## src/rtl/kbd_pkg.sv

```systemverilog
// Shared definitions for the PS/2 keyboard Wishbone slave: register map,
// STATUS bit positions, receiver state encoding and PS/2 frame geometry.
package kbd_pkg;

  // Register select decoded from ADDR[2]
  localparam logic REG_DATA   = 1'b0;
  localparam logic REG_STATUS = 1'b1;

  // STATUS register layout
  localparam int ST_OVERFLOW   = 0;
  localparam int ST_FRAME_ERR  = 1;
  localparam int ST_PARITY_ERR = 2;
  localparam int ST_COUNT_LSB  = 8;

  // Start + 8 data + parity + stop
  localparam int FRAME_BITS = 11;

  typedef enum logic [1:0] {
    RX_IDLE  = 2'd0,
    RX_SHIFT = 2'd1,
    RX_CHECK = 2'd2
  } rx_state_t;

  // True when data plus parity bit carry an odd number of ones
  function automatic logic odd_parity_ok(input logic [7:0] data, input logic par);
    return ^{data, par};
  endfunction

endpackage

```

## src/rtl/ps2_rx.sv

```systemverilog
// PS/2 device-to-host frame receiver: input synchronizers, falling-edge
// detect, frame FSM and inactivity timeout. Emits a one-cycle rx_valid
// strobe with rx_byte for each good frame, plus error pulses.
// Optional build macro: KBD_PARITY_CHECK_EN enables odd-parity checking.
module ps2_rx
  import kbd_pkg::*;
#(
  parameter int TIMEOUT = 5000
) (
  input  logic       clk,
  input  logic       reset,
  input  logic       ps2_clk,
  input  logic       ps2_data,
  output logic       rx_valid,
  output logic [7:0] rx_byte,
  output logic       frame_err_p,
  output logic       parity_err_p
);

  localparam int TO_W       = $clog2(TIMEOUT + 1);
  localparam int SHIFT_BITS = FRAME_BITS - 1;  // everything after the start bit

  logic [1:0] line_raw;
  logic [1:0] line_sync;
  logic       ps2_clk_s;
  logic       ps2_data_s;
  logic       clk_prev_reg;
  logic       fall;

  logic [SHIFT_BITS-1:0] shift_reg;
  logic [3:0]            bit_cnt_reg;
  logic [TO_W-1:0]       to_cnt_reg;
  rx_state_t             state_reg;
  rx_state_t             state_next;
  logic                  timeout_hit;
  logic                  stop_bit;
  logic                  par_bit;

  assign line_raw = {ps2_data, ps2_clk};

  genvar gi;
  generate
    for (gi = 0; gi < 2; gi++) begin : g_sync
      logic [1:0] chain_reg;
      // Two-flop synchronizer, idles high like the PS/2 bus
      always_ff @(posedge clk) begin
        if (reset) begin
          chain_reg <= 2'b11;
        end else begin
          chain_reg <= {chain_reg[0], line_raw[gi]};
        end
      end
      assign line_sync[gi] = chain_reg[1];
    end
  endgenerate

  assign ps2_clk_s   = line_sync[0];
  assign ps2_data_s  = line_sync[1];
  assign fall        = clk_prev_reg & ~ps2_clk_s;
  assign timeout_hit = (state_reg == RX_SHIFT) && (to_cnt_reg == TO_W'(TIMEOUT));
  assign rx_byte     = shift_reg[7:0];
  assign par_bit     = shift_reg[8];
  assign stop_bit    = shift_reg[9];

  // Receiver state register
  always_ff @(posedge clk) begin
    if (reset) begin
      state_reg <= RX_IDLE;
    end else begin
      state_reg <= state_next;
    end
  end

  // Next-state logic: start bit opens a frame, ten more edges close it
  always_comb begin
    state_next = state_reg;
    unique case (state_reg)
      RX_IDLE: begin
        if (fall && !ps2_data_s) state_next = RX_SHIFT;
      end
      RX_SHIFT: begin
        if (fall && bit_cnt_reg == 4'(SHIFT_BITS - 1)) state_next = RX_CHECK;
        else if (!fall && timeout_hit)                  state_next = RX_IDLE;
      end
      RX_CHECK: state_next = RX_IDLE;
      default:  state_next = RX_IDLE;
    endcase
  end

  // Edge history, bit shifter and inactivity counter
  always_ff @(posedge clk) begin
    if (reset) begin
      clk_prev_reg <= 1'b1;
      shift_reg    <= '0;
      bit_cnt_reg  <= '0;
      to_cnt_reg   <= '0;
    end else begin
      clk_prev_reg <= ps2_clk_s;
      if (fall) begin
        to_cnt_reg <= '0;
      end else if (to_cnt_reg != TO_W'(TIMEOUT)) begin
        to_cnt_reg <= to_cnt_reg + 1'b1;
      end
      if (state_reg == RX_IDLE) begin
        bit_cnt_reg <= '0;
      end else if (state_reg == RX_SHIFT && fall) begin
        shift_reg   <= {ps2_data_s, shift_reg[SHIFT_BITS-1:1]};
        bit_cnt_reg <= bit_cnt_reg + 1'b1;
      end
    end
  end

`ifdef KBD_PARITY_CHECK_EN
  // Frame verdict: stop bit and odd parity must both be right
  always_comb begin
    rx_valid     = 1'b0;
    frame_err_p  = 1'b0;
    parity_err_p = 1'b0;
    if (state_reg == RX_CHECK) begin
      frame_err_p  = ~stop_bit;
      parity_err_p = stop_bit & ~odd_parity_ok(rx_byte, par_bit);
      rx_valid     = stop_bit & odd_parity_ok(rx_byte, par_bit);
    end else if (timeout_hit && !fall) begin
      frame_err_p = 1'b1;
    end
  end
`else
  // Parity bit is captured but deliberately not examined in this build
  logic unused_par;
  assign unused_par = par_bit;

  // Frame verdict: only the stop bit decides
  always_comb begin
    rx_valid     = 1'b0;
    frame_err_p  = 1'b0;
    parity_err_p = 1'b0;
    if (state_reg == RX_CHECK) begin
      frame_err_p = ~stop_bit;
      rx_valid    = stop_bit;
    end else if (timeout_hit && !fall) begin
      frame_err_p = 1'b1;
    end
  end
`endif

endmodule

```

## src/rtl/wb_ps2_keyboard.sv

```systemverilog
// Wishbone keyboard slave: scan-code FIFO, sticky error flags and the
// DATA/STATUS register pair behind a registered single-cycle ACK.
// Optional build macro: KBD_PARITY_CHECK_EN enables the parity_err flag.
module wb_ps2_keyboard
  import kbd_pkg::*;
#(
  parameter int FIFO_DEPTH = 16,
  parameter int TIMEOUT    = 5000
) (
  input  logic        clk,
  input  logic        reset,
  input  logic        STB,
  input  logic        WE,
  input  logic [31:0] ADDR,
  input  logic [31:0] DAT_I,
  output logic [31:0] DAT_O,
  output logic        ACK,
  input  logic        ps2_clk,
  input  logic        ps2_data
);

  localparam int PTR_W = $clog2(FIFO_DEPTH);
  localparam int CNT_W = PTR_W + 1;

  logic       rx_valid;
  logic [7:0] rx_byte;
  logic       frame_err_p;
  logic       parity_err_p;

  ps2_rx #(.TIMEOUT(TIMEOUT)) u_rx (
    .clk          (clk),
    .reset        (reset),
    .ps2_clk      (ps2_clk),
    .ps2_data     (ps2_data),
    .rx_valid     (rx_valid),
    .rx_byte      (rx_byte),
    .frame_err_p  (frame_err_p),
    .parity_err_p (parity_err_p)
  );

  logic [7:0]       fifo_mem [FIFO_DEPTH];
  logic [PTR_W-1:0] rd_ptr_reg;
  logic [PTR_W-1:0] wr_ptr_reg;
  logic [CNT_W-1:0] count_reg;
  logic [CNT_W-1:0] count_next;
  logic             overflow_reg;
  logic             frame_err_reg;
  logic             parity_err_reg;
  logic             ack_reg;
  logic [31:0]      dat_o_reg;

  logic        access;
  logic        is_status;
  logic        fifo_empty;
  logic        fifo_full;
  logic        pop;
  logic        flush;
  logic        push_ok;
  logic        ovf_set;
  logic [2:0]  clr;
  logic [31:0] rd_data;
  logic        unused_bits;

  // Side effects commit only on the edge that raises ACK
  assign access     = STB & ~ack_reg;
  assign is_status  = (ADDR[2] == REG_STATUS);
  assign fifo_empty = (count_reg == '0);
  assign fifo_full  = (count_reg == CNT_W'(FIFO_DEPTH));
  assign pop        = access & ~WE & ~is_status & ~fifo_empty;
  assign flush      = access & WE & ~is_status;
  assign clr        = (access & WE & is_status) ? DAT_I[2:0] : 3'b000;
  // A pop in the same cycle frees the slot, so a full FIFO still accepts
  assign push_ok    = rx_valid & ~flush & (~fifo_full | pop);
  assign ovf_set    = rx_valid & ~flush & fifo_full & ~pop;
  assign unused_bits = ^{ADDR[31:3], ADDR[1:0], DAT_I[31:2], parity_err_p};

  assign ACK   = ack_reg;
  assign DAT_O = dat_o_reg;

  // Occupancy after this cycle's push/pop
  always_comb begin
    count_next = count_reg + CNT_W'(push_ok) - CNT_W'(pop);
  end

  // FIFO storage write port, no reset so it maps onto RAM
  always_ff @(posedge clk) begin
    if (push_ok) begin
      fifo_mem[wr_ptr_reg] <= rx_byte;
    end
  end

  // Pointer and count bookkeeping; flush empties the FIFO
  always_ff @(posedge clk) begin
    if (reset || flush) begin
      rd_ptr_reg <= '0;
      wr_ptr_reg <= '0;
      count_reg  <= '0;
    end else begin
      if (push_ok) wr_ptr_reg <= wr_ptr_reg + 1'b1;
      if (pop)     rd_ptr_reg <= rd_ptr_reg + 1'b1;
      count_reg <= count_next;
    end
  end

  // Sticky flags: a new event outranks a same-cycle clear
  always_ff @(posedge clk) begin
    if (reset) begin
      overflow_reg   <= 1'b0;
      frame_err_reg  <= 1'b0;
      parity_err_reg <= 1'b0;
    end else begin
      overflow_reg  <= (overflow_reg & ~clr[ST_OVERFLOW]) | ovf_set;
      frame_err_reg <= (frame_err_reg & ~clr[ST_FRAME_ERR]) | frame_err_p;
`ifdef KBD_PARITY_CHECK_EN
      parity_err_reg <= (parity_err_reg & ~clr[ST_PARITY_ERR]) | parity_err_p;
`else
      parity_err_reg <= 1'b0;
`endif
    end
  end

  // Read mux: DATA shows head with valid bit, STATUS shows count and flags
  always_comb begin
    rd_data = '0;
    if (is_status) begin
      rd_data[ST_COUNT_LSB +: 8] = 8'(count_reg);
      rd_data[ST_PARITY_ERR]     = parity_err_reg;
      rd_data[ST_FRAME_ERR]      = frame_err_reg;
      rd_data[ST_OVERFLOW]       = overflow_reg;
    end else if (!fifo_empty) begin
      rd_data[8]   = 1'b1;
      rd_data[7:0] = fifo_mem[rd_ptr_reg];
    end
  end

  // Registered ACK and read data, valid together for one cycle
  always_ff @(posedge clk) begin
    if (reset) begin
      ack_reg   <= 1'b0;
      dat_o_reg <= '0;
    end else begin
      ack_reg   <= STB & ~ack_reg;
      dat_o_reg <= (access & ~WE) ? rd_data : 32'd0;
    end
  end

endmodule

```

## config.mk

```make
export PLATFORM = sky130hd
export DESIGN_NAME = wb_ps2_keyboard
export DESIGN_NICKNAME = d
export VERILOG_FILES = /design/src/rtl/kbd_pkg.sv /design/src/rtl/ps2_rx.sv /design/src/rtl/wb_ps2_keyboard.sv
export SDC_FILE = /design/constraint.sdc
export NUM_CORES = 1
export LEC_CHECK = 0
export ABC_AREA = 1
export CAP_MARGIN = 5
export CORE_MARGIN = 2
export CORE_UTILIZATION = 52
export DETAILED_ROUTE_END_ITERATION = 8
export GPL_TIMING_DRIVEN = 0
export PLACE_DENSITY = 0.75
export SETUP_SLACK_MARGIN = 0.3
export SYNTH_ARGS = -nofsm -noshare
export SYNTH_HDL_FRONTEND = slang
export SYNTH_SLANG_ARGS = --single-unit
export TNS_END_PERCENT = 20
```

## constraint.sdc

```tcl
create_clock -name clk -period 2.6 [get_ports clk]
set_input_delay 0.52 -clock clk [delete_from_list [all_inputs] [get_ports clk]]
set_output_delay 0.52 -clock clk [all_outputs]
set_load 0.005 [all_outputs]
```

### Word-level counts from Yosys, hierarchy flattened

Memory sizes are Yosys's and may differ from the RTL's. A register that Yosys moved wholly into a read port is not among the register bits.
Cells that the tools add are included.

* flip-flop bits (word level): 82
* memory bits (writable): 128
* input port bits: 70
* output and inout bits: 33
* word-level logic and storage cells: 94
* memories: 1

* add/sub/neg operators: 6
* equality and inequality tests: 8
* multiplexer cells: 15
* bitwise gates (word level): 30
* reductions and logical operators: 17

Memories
* fifo_mem: depth 16, bits a word 8, rd ports 1, clocked after memory_dff 1, wr ports 1, line wb_ps2_keyboard.sv:41 `logic [7:0] fifo_mem [FIFO_DEPTH];`

Operators by type and width (count)
* 1-bit bitwise AND: 14
* 13-bit by 1-bit adder with 13-bit output, second input constant: 1
* 13-bit == test, second input constant: 1
* 13-bit inequality test, second input constant: 1
* 1-bit NOT: 13
* 4-bit by 1-bit adder with 4-bit output, second input constant: 3
* 2-bit two-way mux: 5
* 9-bit two-way mux: 1
* 4-bit two-way mux: 2
* 1-bit two-way mux: 6
* 2-bit OR reduction: 3
* 5-bit by 1-bit adder with 5-bit output: 1
* 5-bit == test, second input constant: 1
* 1-bit logical AND: 5
* 5-bit logical NOT: 1
* 5-bit by 1-bit subtractor with 5-bit output: 1
* 4-bit == test, second input constant: 1
* 2-bit case mux with 2 select lines: 1
* 2-bit AND reduction: 2
* 4-bit OR reduction: 1
* 3-bit by 1-bit inequality test with 1-bit output, second input constant: 1
* 1-bit bitwise OR: 3
* 3-bit OR reduction: 1
* 2-bit by 1-bit == test with 1-bit output, second input constant: 1
* other kinds (5): 6

### Logic depth before layout (Yosys ltp)

* depth in word-level cells: 9
* mapped depth: 17
* mapped depth without buffers: 17

### Cells and area by module

Synthesis repeated with hierarchy kept, for this count alone.

* cells, all modules: 868
* area total of the unflattened synthesis: 8475.6 µm²

Modules (own cells, without submodules)
* wb_ps2_keyboard: instances 1, cells each 651, area each 6845.3 µm²
* ps2_rx: instances 1, cells each 217, area each 1630.3 µm²

### Worst setup path after synthesis

OpenSTA, ideal clock, no wires.

* path type: input to register
* start point: in STB
* end point: reg count_reg[4]
* setup time: 0.120 ns
* data arrival time: 2.259 ns
* data required time: 2.480 ns
* path slack: 0.221 ns
* cell stages on the path: 16
* buffers on the path: 0
* cells stage by stage: nand2_1 -> nor2_2 -> nand2_2 -> nand2_1 -> nand2_2 -> ha_1 -> inv_1 -> ha_1 -> inv_1 -> fa_1 -> inv_1 -> a21oi_1 -> nor2_1 -> nor2_1 -> o21ai_0 -> a21oi_1

* word-level cells in the longest chain between the ends: 8

Ends and longest elaborated chain
* start: declaration: line wb_ps2_keyboard.sv:12 `input logic STB,`
* 1-bit bitwise AND *: line wb_ps2_keyboard.sv:65 `assign access = STB & ~ack_reg;`
* 1-bit bitwise AND, on equally long branches (2 in series): line wb_ps2_keyboard.sv:69, wb_ps2_keyboard.sv:70
* 1-bit bitwise AND or 1-bit NOT (tied branches): line wb_ps2_keyboard.sv:69, wb_ps2_keyboard.sv:73
* 1-bit bitwise OR or 1-bit bitwise AND (tied branches): line wb_ps2_keyboard.sv:73 `assign push_ok = rx_valid & ~flush & (~fifo_full | pop);`
* 1-bit bitwise AND: line wb_ps2_keyboard.sv:73
* 5-bit by 1-bit adder with 5-bit output: line wb_ps2_keyboard.sv:82 `count_next = count_reg + CNT_W'(push_ok) - CNT_W'(pop);`
* 5-bit by 1-bit subtractor with 5-bit output: line wb_ps2_keyboard.sv:82
* end signal: assignment: line wb_ps2_keyboard.sv:101 `count_reg <= count_next;`
* end: declaration: line wb_ps2_keyboard.sv:44 `logic [CNT_W-1:0] count_reg;`

Every way passes the cells marked *; elsewhere a longest branch is shown, timed or not.
A chain may end at the register's enable or synchronous reset.

### Worst setup path after layout

* start point: reg count_reg[2]
* end point: reg count_reg[4]

* word-level cells in the longest chain between the ends: 7

Ends and longest elaborated chain
* 5-bit logical NOT *: line wb_ps2_keyboard.sv:67 `assign fifo_empty = (count_reg == '0);`
* 1-bit NOT *: line wb_ps2_keyboard.sv:69 `assign pop = access & ~WE & ~is_status & ~fifo_empty;`
* 1-bit bitwise AND *: line wb_ps2_keyboard.sv:69
* via pop: line wb_ps2_keyboard.sv:56 `logic pop;`
* 1-bit bitwise OR: line wb_ps2_keyboard.sv:73
* 1-bit bitwise AND: line wb_ps2_keyboard.sv:73
* 5-bit by 1-bit adder with 5-bit output: line wb_ps2_keyboard.sv:82
* 5-bit by 1-bit subtractor with 5-bit output *: line wb_ps2_keyboard.sv:82

Mark *: on every way through the listed nets, which the timed path passes. The rest lies on a longest branch.

==> metrics <==
outcome complete, no violations; share of total power consumed by net switching 23.6%; critical path launch point count_reg[2]$_SDFF_PP0_; power share of the sequential group 51.5%; Buf+Inv Stages, Crit Path 4; CP Cell Sequence inv_2 > ha_4 > nand3_4 > nor2_1 > nor2_4 > ha_4 > inv_2 > ha_4 > inv_2 > fa_2 > inv_2 > a21oi_1 > nor2_1 > nor2_1 > o21ai_1 > a21oi_1; Power Density approximately 670 nW/um2; row cnt 46; cell depth of the worst min-delay path 1; antenna violations before repair 0; Vias 5817; share of flip-flops with an asynchronous set or reset after synthesis 0%; total power draw roughly 6500 uW; Lkg Pwr 0.00377 uW; part of the cycle the worst path needs 89.0%; internal power component 4940 uW; met1 GRT Util 26.7%; clock net sink count 195; GRT busiest layer met2; TritonCTS clock tree built; area growth from synthesis to layout 15.7%; Post-synth EDFFs 128; die outline area about 17000 um2; hold wc startpoint u_rx.g_sync[1].chain_reg[0]$_SDFF_PP1_; routed length per instance 15.1 um; wire length of the first global-routing pass 27100 um; flip-flop count of the largest register after layout 128; GRT Residual Overflow 0; number of nets with antenna violations after routing 0; main flop type after synthesis edfxtp_1; cell count after synthesis ~840; buffers from clock root to sink, at most 2; largest delay contributor family on the critical path adder cells; number of cells on the worst reg-to-reg path 16; vias in the first global route 5447; RD Place Congestion slightly above 0.8; clock insertion delay at the later pin of the skew report 0.44 ns; category of the critical setup timing path reg2reg; Root Buffer Master clkbuf_16; Most Frequent Cell on Critical Path inv_2; core box area 15800 um2; Detailed Route WL 17300 um; met3 demand-to-capacity share in global routing 5.05%; number of hold violations in the final report 0; total of endpoints with negative setup slack in the final report 0; Critical R2R Capture count_reg[4]$_SDFF_PP0_; number of antenna diodes 0; hold endpoint u_rx.g_sync[1].chain_reg[1]$_SDFF_PP1_; Reg2Reg Setup Slack 0.29 ns; sw power 1530 uW; RSZ-0062 raised after global routing yes; non-filler instance count after layout 1147; kind of end point of the critical path flip-flop; sort of element at the start of the critical path flip-flop; Hold Crit Class reg2reg; slew at the pin closest to its max-slew limit 1.18 ns; number of remaining DRC errors 0; initial core utilization 52.8%; Clk pwr share 38.2%; startpoint of the worst-slack reg-to-reg timing path count_reg[2]$_SDFF_PP0_; distinct cell type count after synthesis 41; depth of the CTS H-tree 4; mean instance size in the synthesized netlist 9.91 um2; ratio of routed vias to standard cells 5.07; total of max-cap violations 0; Required @ worst endpoint 2.92 ns; First-pass DRT Iterations 5; number of cells after detailed placement 1100; Min Clock Period, post-route between 2 and 2.5 ns; yosys synthesis warning count 0; global router's overall resource usage a little over a fifth; post-route clock skew roughly 0.012 ns; met2 Use GR 35.4%; combinational group share of total power 10.3%; initial DRC count approximately 450; count of state elements after synthesis 195; commonest non-fill, non-tap cell in the layout nand2_1; highest-count cells in the layout ignoring fill and taps nand2_1 (173), edfxtp_1 (128), nor2_1 (109), inv_1 (78), dfxtp_1 (65); I/O Pins around 100; fraction of final layout cells with drive strength greater than 1 15.1%; layout net count 1004; die span in y about 130 um; slowest stage cell, crit path fa_2; remaining max-slew budget at the tightest pin just over 20%; CTS hold repair buffers 0; maximum clock frequency approximately 430 MHz; horizontal die dimension about 130 um; number of buffers created by CTS 17; total standard cell area after synthesis approximately 8400 um2; clock-pin transition on the worst setup and hold timing paths approximately 0.070 ns; Slew Limit Fails 0; peak ir drop on the vdd network about 0.43 mV; highest cell delay on the worst timing path 0.36 ns; Seq/Total Area, Yosys 62.0%; data arrival time at the worst-slack endpoint 2.63 ns; DPL Wire Length between 10000 and 15000 um; CP max FO 2; pin count of the biggest net entering global routing 19; port buffer count 22
logic make-up (layout without fill, tap and decap cells):
family | Yosys count | after routing | synth area share, %
fa+ha+maj | 16 | 16 | 2.48
xor+xnor | 6 | 6 | 0.629
flops | 195 | 195 | 62.0
compound gates | 94 | 94 | 6.45
other cells | 1 | 19 | 0.0449
simple gates | 393 | 393 | 20.2
buf+inv | 139 | 208 | 8.22
power by group through the flow:
stage	Sequential (uW)	Clock, uW	Combinational (uW)
2_1_floorplan	3390	0	385
3_3_place_gp	3390	0	495
3_5_place_dp	3390	0	507
4_1_cts	3320	2490	617
5_1_grt	3330	2600	740
6_report	3330	2470	667
cell type report:
type                    instances  area [um2]
plain buffers                  49         344
clock buffers                  20         447
clock inverters                12         106
fillers                      1292        6150
inverters                      90         343
multi-input cells             528        2650
flip-flops and latches        195        5190
well taps                     216         270
repair buffers                 37         329
layer usage:
layer / vias up / wire length [um] / share of wire, %
met4: 0 / 311 / 1.8
met5: - / 0 / 0
li1: 2902 / - / -
met3: 25 / 1080 / 6.3
met1: 2707 / 7480 / 43
met2: 183 / 8420 / 49
cell usage after synthesis, types with 2 or more instances:
cell type | count | share of area, %
xor2_1 | 5 | 0.52
or2_2 | 7 | 0.52
inv_4 | 2 | 0.15
nand4_1 | 7 | 0.52
nor3b_1 | 2 | 0.18
inv_2 | 4 | 0.18
buf_4 | 26 | 2.3
nand2_1 | 175 | 7.9
edfxtp_1 | 128 | 46
o211ai_1 | 7 | 0.63
o21ai_0 | 41 | 2.5
nand2_2 | 3 | 0.22
nor2_4 | 3 | 0.40
nand3_1 | 66 | 4.0
clkbuf_1 | 3 | 0.13
nor3_1 | 7 | 0.42
nor3_2 | 2 | 0.24
nor2_1 | 115 | 5.2
a21oi_1 | 34 | 2.0
dfxtp_1 | 67 | 16
buf_2 | 10 | 0.60
buf_1 | 2 | 0.090
ha_1 | 15 | 2.2
buf_6 | 6 | 0.81
o211ai_2 | 6 | 0.90
inv_1 | 84 | 3.8
o21ai_1 | 3 | 0.18
stage by stage:
step           cell area, um2  utilization, %  setup TNS [ns]  hold WS (ns)  worst slack (ns)
2_1_floorplan            8430               -               0         0.389             0.310
3_3_place_gp             8920            56.4          -24.03         0.395            -0.353
3_5_place_dp             8920            56.4          -28.63         0.400            -0.454
4_1_cts                  9650            61.0               0         0.419             0.309
5_1_grt                  9680            61.1               0         0.436             0.144
6_report                 9680            61.1               0         0.416             0.285
worst max path at each step:
stage	cells after the start	to	slack, ns
finish	16	count_reg[4]$_SDFF_PP0_	0.29
global route	17	count_reg[4]$_SDFF_PP0_	0.14
CTS	17	count_reg[4]$_SDFF_PP0_	0.31
detailed placement	16	count_reg[4]$_SDFF_PP0_	-0.45
global placement	16	count_reg[4]$_SDFF_PP0_	-0.35
floorplan	16	count_reg[4]$_SDFF_PP0_	0.31
repair_timing:
action                                  4_1_cts  5_1_grt
pin swaps                                    11        3
endpoints found under the setup margin      108       97
gates resized for setup                      24        6
cloned                                        0        0
buffers inserted                             15        0
Power figures use the tool's default switching activity.
